`config.mk`:
```
export PLATFORM = sky130hd
export DESIGN_NAME = mult_block_buffer
export DESIGN_NICKNAME = d
export VERILOG_FILES = /design/src/rtl/mult_block_buffer.sv
export SDC_FILE = /design/constraint.sdc
export NUM_CORES = 1
export LEC_CHECK = 0
export CORE_MARGIN = 2
export CORE_UTILIZATION = 55
export DETAILED_ROUTE_END_ITERATION = 8
export PLACE_DENSITY = 0.78
export SLEW_MARGIN = 20
export SYNTH_ARGS = -nofsm -noshare
export SYNTH_HDL_FRONTEND = slang
export SYNTH_SLANG_ARGS = --single-unit
```
`constraint.sdc`:
```
create_clock -name clk -period 21.4 [get_ports clk]
set_clock_uncertainty 0.2 [all_clocks]
set_input_delay 4.28 -clock clk [delete_from_list [all_inputs] [get_ports clk]]
set_output_delay 4.28 -clock clk [all_outputs]
set_load 0.05 [all_outputs]
```
`src/rtl/mult_block_buffer.sv`:
```
// mult_block_buffer: multiply operand pairs into an external product buffer, then drain it in order
module mult_block_buffer #(
  parameter int IN_W   = 16,
  parameter int OUT_W  = 32,
  parameter int DEPTH  = 64,
  parameter int ADDR_W = $clog2(DEPTH),
  parameter int SIGNED = 0
) (
  input  logic              clk,
  input  logic              rst,
  input  logic              EN_mult,
  input  logic              acc_en,
  input  logic [IN_W-1:0]   mult_input0,
  input  logic [IN_W-1:0]   mult_input1,
  output logic              RDY_mult,
  input  logic              EN_blockRead,
  input  logic [OUT_W-1:0]  readMem_val,
  output logic              EN_readMem,
  output logic [ADDR_W-1:0] readMem_addr,
  output logic              EN_writeMem,
  output logic [ADDR_W-1:0] writeMem_addr,
  output logic [OUT_W-1:0]  writeMem_val,
  output logic              VALID_memVal,
  output logic [OUT_W-1:0]  memVal_data,
  output logic              LAST_memVal,
  output logic [ADDR_W:0]   fill_count
);
  typedef enum logic [1:0] {FILL, WAIT, DRAIN, FLUSH} state_t;
  localparam logic [ADDR_W:0] FULL = (ADDR_W+1)'(DEPTH);
  state_t state_q;
  logic [OUT_W-1:0] acc_q, a_x, b_x, prod, val_d, wr_val_q, data_q;
  logic [ADDR_W:0] fill_count_q;
  logic [ADDR_W-1:0] wr_addr_q, rd_addr_q;
  logic rdy_q, wr_en_q, rd_en_q, p1_q, p1_last_q, valid_q, last_q;
  logic accept, drain_req, rd_last;
  // Extending both operands to OUT_W keeps the low OUT_W product bits exact in either mode.
  always_comb begin
    a_x = {{(OUT_W-IN_W){SIGNED != 0 && mult_input0[IN_W-1]}}, mult_input0};
    b_x = {{(OUT_W-IN_W){SIGNED != 0 && mult_input1[IN_W-1]}}, mult_input1};
    prod = a_x * b_x;
    val_d = acc_en ? acc_q + prod : prod;
    accept = EN_mult && rdy_q;
    drain_req = EN_blockRead && state_q == FILL && (fill_count_q != '0 || accept);
    rd_last = rd_en_q && {1'b0, rd_addr_q} == fill_count_q - 1'b1;
  end
  always_ff @(posedge clk) begin
    if (rst) begin
      state_q <= FILL;
      rdy_q <= 1'b0;
      fill_count_q <= '0;
      acc_q <= '0;
      wr_en_q <= 1'b0;
      wr_addr_q <= '0;
      wr_val_q <= '0;
      rd_en_q <= 1'b0;
      rd_addr_q <= '0;
      p1_q <= 1'b0;
      p1_last_q <= 1'b0;
      valid_q <= 1'b0;
      last_q <= 1'b0;
      data_q <= '0;
    end else begin
      wr_en_q <= accept;
      p1_q <= rd_en_q;
      p1_last_q <= rd_last;
      valid_q <= p1_q;
      last_q <= p1_last_q;
      if (p1_q) data_q <= readMem_val;
      if (accept) begin
        wr_addr_q <= fill_count_q[ADDR_W-1:0];
        wr_val_q <= val_d;
        acc_q <= val_d;
        fill_count_q <= fill_count_q + 1'b1;
      end
      case (state_q)
        FILL: begin
          rdy_q <= !drain_req && (accept ? fill_count_q + 1'b1 : fill_count_q) != FULL;
          if (drain_req) state_q <= WAIT;
        end
        WAIT: begin
          state_q <= DRAIN;
          rd_en_q <= 1'b1;
          rd_addr_q <= '0;
        end
        DRAIN: begin
          if (rd_last) begin
            rd_en_q <= 1'b0;
            state_q <= FLUSH;
          end else rd_addr_q <= rd_addr_q + 1'b1;
        end
        FLUSH: begin
          if (valid_q && last_q) begin
            state_q <= FILL;
            rdy_q <= 1'b1;
            fill_count_q <= '0;
            acc_q <= '0;
          end
        end
        default: state_q <= FILL;
      endcase
    end
  end
  assign RDY_mult = rdy_q;
  assign EN_readMem = rd_en_q;
  assign readMem_addr = rd_addr_q;
  assign EN_writeMem = wr_en_q;
  assign writeMem_addr = wr_addr_q;
  assign writeMem_val = wr_val_q;
  assign VALID_memVal = valid_q;
  assign memVal_data = data_q;
  assign LAST_memVal = last_q;
  assign fill_count = fill_count_q;
endmodule

```
== Yosys cells after proc, flatten, opt, wreduce, memory -nomap -nowiden ==
Cells that the tools add are included.
Widths: inputs -> output; s select.
Operators by class
  add/subtract/negate cells: 4
  multipliers: 1
  divide/modulo/power cells: 0
  order comparisons: 0
  eq/ne operators: 9
  shifts and indexed selects: 0
  mux-type cells: 17
  bitwise logic cells: 0
  reduce and logical (&&, ||, !) cells: 16
Operators with widths (count)
  $mux 32: 4
  $add 32x32->32: 1
  $mul 16x16->32: 1
  $mux 7: 3
  $pmux 6 s2: 1
  $ne 2x2->1 const B: 4
  $pmux 2 s4: 1
  $add 7x1->7 const B: 1
  $eq 6x7->1: 1
  $ne 7x7->1 const B: 1
  $reduce_bool 7->1: 1
  $sub 7x1->7 const B: 1
  $add 6x1->6 const B: 1
  $logic_and 1x1->1: 6
  $mux 2: 3
  $mux 6: 1
  $reduce_and 2->1: 3
  $eq 2x2->1 const B: 2
  $pmux 1 s2: 2
  $reduce_bool 2->1: 2
  $reduce_and 3->1: 1
  $eq 2x1->1 const B: 1
  $logic_not 2->1: 1
  $mux 1: 2
  2 further kinds: 2
Storage, ports and cells
  bits in registers: 124
  latch bits: 0
  bits in writable memories: 0
  ROM bits: 0
  input port bits: 69
  output and inout port bits: 88
  word-level logic and storage cells: 61
  memories: 0

== Depth between registers and ports, before layout ==
Gate-level depths: netlist (run 1).
  depth in word-level cells: 6
  depth in mapped cells: 32
  gate-level depth less buffers: 30

== Least setup slack after synthesis (run 1) ==
OpenSTA, ideal clock, no wires.
  path type: input -> register
  start point: in mult_input1[1]
  end point: reg wr_val_q[30] (netlist: writeMem_val[30])
  library setup time: 96 ps
  arrival: 10907 ps
  required time: 21104 ps
  setup slack: 10197 ps
  stages on the path: 28
  path buffers: 1
  cell sequence: clkbuf_1 -> nand2_1 -> fa_1 -> fa_1 -> inv_1 -> fa_1 -> fa_1 -> fa_1 -> inv_1 -> fa_1 -> inv_1 -> ha_1 -> a21oi_1 -> o21ai_0 -> a311oi_1 -> nand3_1 -> a311oi_1 -> xnor2_1 -> ha_1 -> a21oi_1 -> o21ai_0 -> nand3_1 -> a21oi_1 -> a211o_1 -> a21oi_1 -> xnor2_1 -> o21ai_1 -> nor4b_1
On the way
  word-level cells in the longest chain between the ends: 3
Ends and longest elaborated chain
  start: declaration: line 14  | input logic [IN_W-1:0] mult_input1,
  $mul 16x16->32 *: line 40  | prod = a_x * b_x;
  $add 32x32->32: line 41  | val_d = acc_en ? acc_q + prod : prod;
  $mux 32 *: line 41
  end signal: assignment: line 71  | wr_val_q <= val_d;
  end: declaration: line 31  | logic [OUT_W-1:0] acc_q, a_x, b_x, prod, val_d, wr_val_q, data_q;
Mark *: on every way between the ends. The rest lies on a longest branch, timed or not.
A chain may end at the register's enable or synchronous reset.

== Worst setup path after layout (run 1) ==
  start point: in mult_input0[13]
  end point: reg wr_val_q[30] (netlist: writeMem_val[30])
On the way
  word-level cells in the longest chain between the ends: 3
Ends and longest elaborated chain
  start: declaration: line 13  | input logic [IN_W-1:0] mult_input0,
  $mul 16x16->32 *: line 40
  $add 32x32->32: line 41
  $mux 32 *: line 41
Marks and branches as above.

==> results of run 1 <==
cell usage after synthesis (6+ instances only):
library cell,count
a211oi_1,24
a21o_1,10
a21oi_1,92
a31oi_1,10
and2_1,125
and3_1,13
buf_2,6
clkbuf_1,70
dfxtp_1,124
fa_1,195
ha_1,145
inv_1,251
mux2i_1,38
nand2_1,212
nand3_1,21
nand4_1,9
nor2_1,145
nor2b_1,12
nor3_1,36
o211ai_1,7
o21a_1,6
o21ai_0,56
o21ai_1,11
o21bai_1,8
xnor2_1,41
xor2_1,26
area by class of cell:
| cell class | instances | area (µm²) |
|---|---|---|
| flip-flops and latches | 124 | 2480 |
| well taps | 341 | 427 |
| fillers | 2271 | 9580 |
| multi-input cells | 1330 | 11400 |
| repair buffers | 162 | 1600 |
| inverters | 252 | 946 |
| clock inverters | 15 | 154 |
| clock buffers | 17 | 425 |
metrics by stage:
step | hold WS [ps] | utilization | worst slack, ps
3_5_place_dp | 235 | 0.624 | 8460
2_1_floorplan | 214 | - | 10200
3_3_place_gp | 217 | 0.624 | 8440
4_1_cts | 238 | 0.645 | 8830
5_1_grt | 255 | 0.645 | 8310
6_report | 237 | 0.645 | 8720
path summary, 6_finish.rpt:
check                                      from                to  slack, ps  cells after the start
worst max-delay path            mult_input0[13]  writeMem_val[30]       8720                     29
worst min-delay path                  p1_last_q       LAST_memVal        240                      1
worst max register to register         acc_q[0]  writeMem_val[28]      18050                     11
worst min register to register        p1_last_q       LAST_memVal        240                      1
cells by family (layout without fill, tap and decap cells):
group | Yosys count | count (layout)
fa+ha+maj | 340 | 340
flops | 124 | 124
xor+xnor | 67 | 67
simple gates | 599 | 599
buf+inv | 335 | 446
compound gates | 285 | 285
mux | 39 | 39
metal layers:
layer | vias to the layer above | GRT usage
li1 | 5979 | -
met1 | 6206 | 0.353
met2 | 481 | 0.456
met3 | 95 | 0.0435
met4 | 0 | 0.0985
met5 | - | 0
state kept, by name (all words and copies together) (netlist names), 2 cells and up:
name	flops
fill_count	7
readMem_addr	6
acc_q	32
writeMem_addr	6
memVal_data	32
writeMem_val	32
state_q	2
worst max-delay path, delay by kind of cell:
family,cells,cell delay [ps]
xor gates and xnor gates,2,480
and+or+nand+nor,6,1780
buffers and inverters,5,1020
AOI/OAI and AO/OA,8,1480
adders and majority gates,8,3750
cells in the final DEF (no fill, tap or decap), drive strengths merged, types with 25 or more instances in the layout:
cell,synthesis,routed
fa,195,195
inv,251,260
a211oi,25,25
clkdlybuf4s50,0,155
and2,125,125
xnor2,41,41
nand2,212,212
nor2,145,145
nor3,39,39
o21ai,68,68
ha,145,145
a21oi,96,96
dfxtp,124,124
mux2i,38,38
xor2,26,26
==> flow_summary.json, run 1 <==
{
  "status": "complete, no violations",
  "cp.arrival_ps": 12800,
  "drcViolationCount": 0,
  "rsz0062_at_grt": "false",
  "setup_violations": 0,
  "ctsResizeCount": 0,
  "synthAdderAreaFrac": 0.377,
  "clock_path_buffers": 2,
  "syn-cell-area_um2": 15200,
  "worstMarginPinSlew_ps": 1020,
  "ioPinCount": 157,
  "core_area_um2": 27000,
  "stdcell_count": 2241,
  "drv_cap": 0,
  "met2_length_mm": 18.3,
  "synth_flop_cell": "dfxtp_1",
  "critPathMaxFanout": 16,
  "tritoncts": "done",
  "muxShareOfSynthArea": 0.0258,
  "nNetsFinal": 2296,
  "cp_slowest_cell": "clkdlybuf4s50_1",
  "die_w_um": 170,
  "cts.htree.levels": 4,
  "yosysWarnings": 0,
  "report.final.slew_viol_count": 0,
  "path_class": "in2reg",
  "grt_util_all_layers": 0.271,
  "m1WireLength_mm": 16.1,
  "yosysSeqAreaShare": 0.164,
  "yosysUniqueCellTypes": 78,
  "layout-drive-gt1-share": 0.0363,
  "cp.required_ps": 21520,
  "grt_antenna_before_repair": 0,
  "first_global_vias": 13012,
  "hold_class": "reg2reg",
  "stdcell_area_um2": 17400,
  "gr-total-overflow": 0,
  "critPathCaptureType": "flop",
  "slew_headroom": 0.319,
  "cp_slowest_stage_delay_ps": 820,
  "die_h_um": 170,
  "top_layer": "met4",
  "ctsHoldBuffers": 0,
  "syn_inst": 1789,
  "synthArstFlopShare": 0,
  "clk_pin_slew_ps": 60,
  "synth_top_area_share": 0.257,
  "min_period_ps": 12680,
  "grt_first_pass_wirelength_mm": 63.0,
  "cts_sinks": 124,
  "path_common_cell": "fa_1",
  "drt_iter0_markers": 853,
  "synthSimpleGateAreaFrac": 0.186,
  "portBuffers": 156,
  "crit_path_start_kind": "primary input",
  "via_per_inst": 5.69,
  "clk_latency_ps": 420,
  "hold_viol": 0,
  "dieArea_um2": 28900,
  "synth_area_leaders": "fa_1 (26%), dfxtp_1 (16%), ha_1 (12%)",
  "cts_made_buffers": 17,
  "placed_cells": 2209,
  "synthXorXnorAreaFrac": 0.0387,
  "post_cts_buffers": 0,
  "tns_ps": 0,
  "min_period_over_period": 0.593,
  "synth_top_family_by_area": "adder cells",
  "synth_compound_area_frac": 0.124,
  "grt_max_degree": 87,
  "synth.avg_cell_area_um2": 8.48,
  "drtPass1Iterations": 5,
  "dp_hpwl_mm": 29.5,
  "synth_edf_count": 0,
  "routed_wl_mm": 38.2,
  "met3_length_mm": 2.50,
  "diodes": 0,
  "synth_seq_cells": 124,
  "initial_core_util": 0.561,
  "place.gp.congestion": 0.913,
  "area_growth_syn_to_layout_pct": 15.0,
  "ant_nets": 0,
  "wl_per_cell_um": 17.0,
  "dpl-instance-area_um2": 16900,
  "vias": 12761,
  "syn_nets": 2198,
  "rows": 60,
  "synth_top_cell_by_area": "fa_1",
  "max_freq_mhz": 78.8,
  "root_buffer": "clkbuf_16"
}
Power of run 1 is not shown: default switching activity piles up to over one toggle a cycle in this logic, so the estimate is an artifact.
==> run 2: changes to the inputs <==
--- a/config.mk
+++ b/config.mk
@@ -6,9 +6,9 @@
 export NUM_CORES = 1
 export LEC_CHECK = 0
 export CORE_MARGIN = 2
-export CORE_UTILIZATION = 55
+export CORE_UTILIZATION = 54
 export DETAILED_ROUTE_END_ITERATION = 8
-export PLACE_DENSITY = 0.78
+export PLACE_DENSITY = 0.79
 export SLEW_MARGIN = 20
 export SYNTH_ARGS = -nofsm -noshare
 export SYNTH_HDL_FRONTEND = slang
==> constraint.sdc (replaced) <==
create_clock -name clk -period 11.4 [get_ports clk]
set_clock_uncertainty 0.2 [all_clocks]
set_input_delay 2.28 -clock clk [delete_from_list [all_inputs] [get_ports clk]]
set_output_delay 2.28 -clock clk [all_outputs]
set_load 0.05 [all_outputs]
==> run 2 against run 1 <==
Compared with the run above:
- setup slack worse by 8100 ps
- first-iteration DRC count up 3.8%
- wire length down 0.21%
==> flow_summary.json, run 2 (synthesis gave the netlist of run 1 again) <==
{
  "status": "complete, no violations",
  "slew_headroom": 0.341,
  "tritoncts": "done",
  "tns_ps": 0,
  "dieArea_um2": 29500,
  "path_common_cell": "fa_1",
  "portBuffers": 156,
  "placed_cells": 2248,
  "clock_path_buffers": 2,
  "stdcell_area_um2": 17500,
  "cp_slowest_stage_delay_ps": 1000,
  "worstMarginPinSlew_ps": 989,
  "post_cts_buffers": 0,
  "layout-drive-gt1-share": 0.0373,
  "min_period_ps": 10740,
  "die_h_um": 172,
  "first_global_vias": 12927,
  "cp.arrival_ps": 10850,
  "rsz0062_at_grt": "false",
  "hold_class": "reg2reg",
  "min_period_over_period": 0.942,
  "wl_per_cell_um": 16.7,
  "initial_core_util": 0.548,
  "routed_wl_mm": 38.1,
  "path_class": "in2reg",
  "root_buffer": "clkbuf_16",
  "drcViolationCount": 0,
  "crit_path_start_kind": "primary input",
  "ioPinCount": 157,
  "grt_max_degree": 87,
  "core_area_um2": 27700,
  "dpl-instance-area_um2": 16900,
  "drv_cap": 0,
  "area_growth_syn_to_layout_pct": 15.4,
  "cp_slowest_cell": "clkdlybuf4s50_1",
  "ctsResizeCount": 0,
  "setup_violations": 0,
  "grt_first_pass_wirelength_mm": 62.8,
  "ant_nets": 0,
  "diodes": 0,
  "cts_made_buffers": 17,
  "layout_common_cells": "inv_1 (251), nand2_1 (212), fa_1 (195)",
  "final_common_cell": "inv_1",
  "clk_latency_ps": 420,
  "critPathCaptureType": "flop",
  "dp_hpwl_mm": 29.3,
  "gr-total-overflow": 0,
  "grt_antenna_before_repair": 0,
  "die_w_um": 172,
  "rows": 61,
  "stdcell_count": 2280,
  "cts_sinks": 124,
  "ctsHoldBuffers": 0,
  "nNetsFinal": 2298,
  "place.gp.congestion": 0.931,
  "clk_pin_slew_ps": 60,
  "grt_util_all_layers": 0.265,
  "max_freq_mhz": 93.1,
  "report.final.slew_viol_count": 0,
  "drtPass1Iterations": 6,
  "hold_viol": 0,
  "cts.htree.levels": 4,
  "critPathMaxFanout": 16,
  "drt_iter0_markers": 885,
  "vias": 12897,
  "cp.required_ps": 11510,
  "via_per_inst": 5.66
}
[run 2: changes by cell type in the layout (fill, tap and decap cells not counted), sizes merged]
| cell | delta |
|---|---|
| buf | +2 |
| clkinvlp | -2 |
| clkinv | +2 |
| clkbuf | +1 |
| inv | -1 |
[run 2: worst max-delay path, delay by kind of cell]
kind	cells	cell delay [ps]
AND/OR/NAND/NOR	6	1610
XOR/XNOR	2	480
AO/OA/AOI/OAI	8	1570
adder cells (fa/ha/maj)	8	3740
buffers and inverters	4	1150
[run 2: stage by stage]
stage | util | worst slack [ps] | hold slack [ps]
3_3_place_gp | 0.611 | 550 | 232
6_report | 0.632 | 663 | 259
2_1_floorplan | - | 2200 | 214
4_1_cts | 0.632 | 785 | 263
3_5_place_dp | 0.611 | 440 | 231
5_1_grt | 0.632 | 49.8 | 271
[run 2: path summary, 6_finish.rpt]
check                 startpoint          endpoint  slack (ps)  cells after the start
hold reg to reg        p1_last_q       LAST_memVal         260                      1
setup reg to reg        acc_q[0]  writeMem_val[30]        8040                     11
setup / recovery  mult_input1[7]  writeMem_val[30]         660                     28
hold / removal         p1_last_q       LAST_memVal         260                      1
[run 2: final cells by class]
type | instances | area [µm²]
Sequential cell | 124 | 2480
Clock buffer | 18 | 439
Clock inverter | 14 | 148
Inverter | 252 | 946
Multi-Input combinational cell | 1330 | 11400
Timing Repair Buffer | 164 | 1620
Fill cell | 2310 | 10200
Tap cell | 378 | 473
[run 2: per-layer routing]
| metal | vias up | GRT usage | part of all wire |
|---|---|---|---|
| li1 | 5982 | - | - |
| met1 | 6388 | 0.341 | 0.42 |
| met2 | 449 | 0.447 | 0.49 |
| met3 | 78 | 0.0497 | 0.063 |
| met4 | 0 | 0.0910 | 0.028 |
| met5 | - | 0 | 0 |
Power of run 2 is left out for the same reason.
==> run 3: changes to the inputs <==
--- a/config.mk
+++ b/config.mk
@@ -5,10 +5,11 @@
 export SDC_FILE = /design/constraint.sdc
 export NUM_CORES = 1
 export LEC_CHECK = 0
+export ABC_AREA = 1
 export CORE_MARGIN = 2
 export CORE_UTILIZATION = 54
 export DETAILED_ROUTE_END_ITERATION = 8
-export PLACE_DENSITY = 0.79
+export PLACE_DENSITY = 0.8
 export SLEW_MARGIN = 20
 export SYNTH_ARGS = -nofsm -noshare
 export SYNTH_HDL_FRONTEND = slang
==> run 3 against run 2 <==
Compared with the run above:
- setup slack improved by 490 ps
- die area rose by 6.2%
- flip-flop and latch count did not move
- synthesized area rose by 6.4%
- global-route usage rose by 3.2 points
- synthesized cell count rose by 31%
- wire length rose by 18%
- critical endpoint is now acc_q[18]
==> flow_summary.json, run 3 <==
{
  "synth_top_area_share": 0.242,
  "routed_wl_mm": 44.8,
  "synthSimpleGateAreaFrac": 0.244,
  "critPathMaxFanout": 16,
  "place.gp.congestion": 0.962,
  "max_freq_mhz": 97.6,
  "drcViolationCount": 0,
  "drtPass1Iterations": 6,
  "synth_common_cells": "nand2_1 (641), inv_1 (494), fa_1 (195)",
  "gr-total-overflow": 0,
  "register_area_um2": 2480,
  "first_global_vias": 15604,
  "synthArstFlopShare": 0,
  "tritoncts": "done",
  "rows": 63,
  "wl_per_cell_um": 15.9,
  "initial_core_util": 0.546,
  "grt_first_pass_wirelength_mm": 75.0,
  "ctsHoldBuffers": 0,
  "synth_edf_count": 0,
  "layout_setup_ws_ps": 1160,
  "post-place-ws_ps": 1000,
  "ctsResizeCount": 0,
  "placed_cells": 2790,
  "post_cts_buffers": 0,
  "tns_ps": 0,
  "synth_top_family_by_area": "adder cells",
  "fillers": 2670,
  "rrSetupSlack_ps": 8700,
  "layout_common_cells": "nand2_1 (639), inv_1 (493), fa_1 (195)",
  "via_per_inst": 5.37,
  "ant_nets": 0,
  "nNetsFinal": 2828,
  "dp_hpwl_mm": 36.2,
  "stdcell_count": 2821,
  "path_class": "in2reg",
  "yosysUniqueCellTypes": 35,
  "root_buffer": "clkbuf_16",
  "syn_nets": 2750,
  "path_common_cell": "inv_1",
  "synth_compound_area_frac": 0.0850,
  "rsz0062_at_grt": "false",
  "portBuffers": 156,
  "area_growth_syn_to_layout_pct": 14.3,
  "holdWs_ps": 221,
  "min_period_ps": 10240,
  "synth.avg_cell_area_um2": 6.90,
  "clk_pin_slew_ps": 60,
  "die_h_um": 177,
  "grt_antenna_before_repair": 0,
  "cts.htree.levels": 4,
  "critPathCaptureType": "flop",
  "grt_max_degree": 81,
  "synth_seq_cells": 124,
  "yosysSeqAreaShare": 0.154,
  "synthAdderAreaFrac": 0.354,
  "drt_iter0_markers": 1136,
  "cp.required_ps": 11520,
  "diodes": 0,
  "hold_viol": 0,
  "cp_slowest_cell": "clkdlybuf4s50_1",
  "cts_made_buffers": 17,
  "ioPinCount": 157,
  "dieArea_um2": 31300,
  "hold_class": "reg2reg",
  "drv_cap": 0,
  "synth_flop_cell": "dfxtp_1",
  "syn_inst": 2341,
  "clock_path_buffers": 2,
  "setup_violations": 0,
  "cp.arrival_ps": 10360,
  "syn-cell-area_um2": 16100,
  "cts_sinks": 124,
  "report.final.slew_viol_count": 0,
  "die_w_um": 177,
  "multi_input_area_um2": 11400,
  "grt_util_all_layers": 0.297,
  "synthXorXnorAreaFrac": 0.0233,
  "worstMarginPinSlew_ps": 1070,
  "final_common_cell": "nand2_1",
  "min_period_over_period": 0.899,
  "muxShareOfSynthArea": 0,
  "cp_slowest_stage_delay_ps": 1030,
  "slew_headroom": 0.281,
  "core_area_um2": 29600,
  "clk_latency_ps": 430,
  "crit_path_start_kind": "primary input",
  "vias": 15135,
  "layout-drive-gt1-share": 0.0197,
  "synth_area_leaders": "fa_1 (24%), dfxtp_1 (15%), nand2_1 (15%)",
  "yosysWarnings": 0,
  "yosysMostFrequentCell": "nand2_1",
  "status": "complete, no violations",
  "synth_top_cell_by_area": "fa_1"
}
## run 3: worst paths after layout
kind	startpoint	depth (start not counted)	endpoint
worst max register to register	acc_q[0]	11	writeMem_val[12]
worst max-delay path	mult_input0[7]	29	acc_q[18]
worst min register to register	p1_last_q	2	LAST_memVal
worst min-delay path	p1_last_q	2	LAST_memVal
## run 3: critical path, delay by kind of cell
kind,cells,cell delay (ps)
simple gates,9,1650
xor+xnor,1,300
compound gates,3,790
buf+inv,8,1470
fa+ha+maj,8,3860
## run 3: kinds of logic (layout without fill, tap and decap cells)
group,Yosys count,after routing
and+or+nand+nor,980,980
buffers and inverters,598,688
adders and majority gates,340,340
AOI/OAI and AO/OA,256,256
DFF,124,124
xor gates and xnor gates,43,43
## run 3: cell type report
| type | count | share of cell area |
|---|---|---|
| tap | 390 | 0.0264 |
| sequential | 124 | 0.134 |
| clock inverter | 13 | 0.00956 |
| clock buffer | 18 | 0.0238 |
| inverter | 495 | 0.101 |
| multi-input combinational | 1619 | 0.618 |
| timing repair buffer | 162 | 0.0868 |
## run 3: metal layers
metal	vias up	global-route usage	wire length [µm]
li1	7213	-	-
met1	7142	0.376	18600
met2	650	0.510	21100
met3	130	0.0511	3510
met4	0	0.107	1600
met5	-	0	0
## run 3: through the flow
stage | instance area (µm²) | utilization
finish | 18500 | 0.624
global route | 18500 | 0.624
CTS | 18500 | 0.624
detailed placement | 17800 | 0.604
global placement | 17800 | 0.604
floorplan | 16100 | -
Power of run 3 is left out for the same reason.
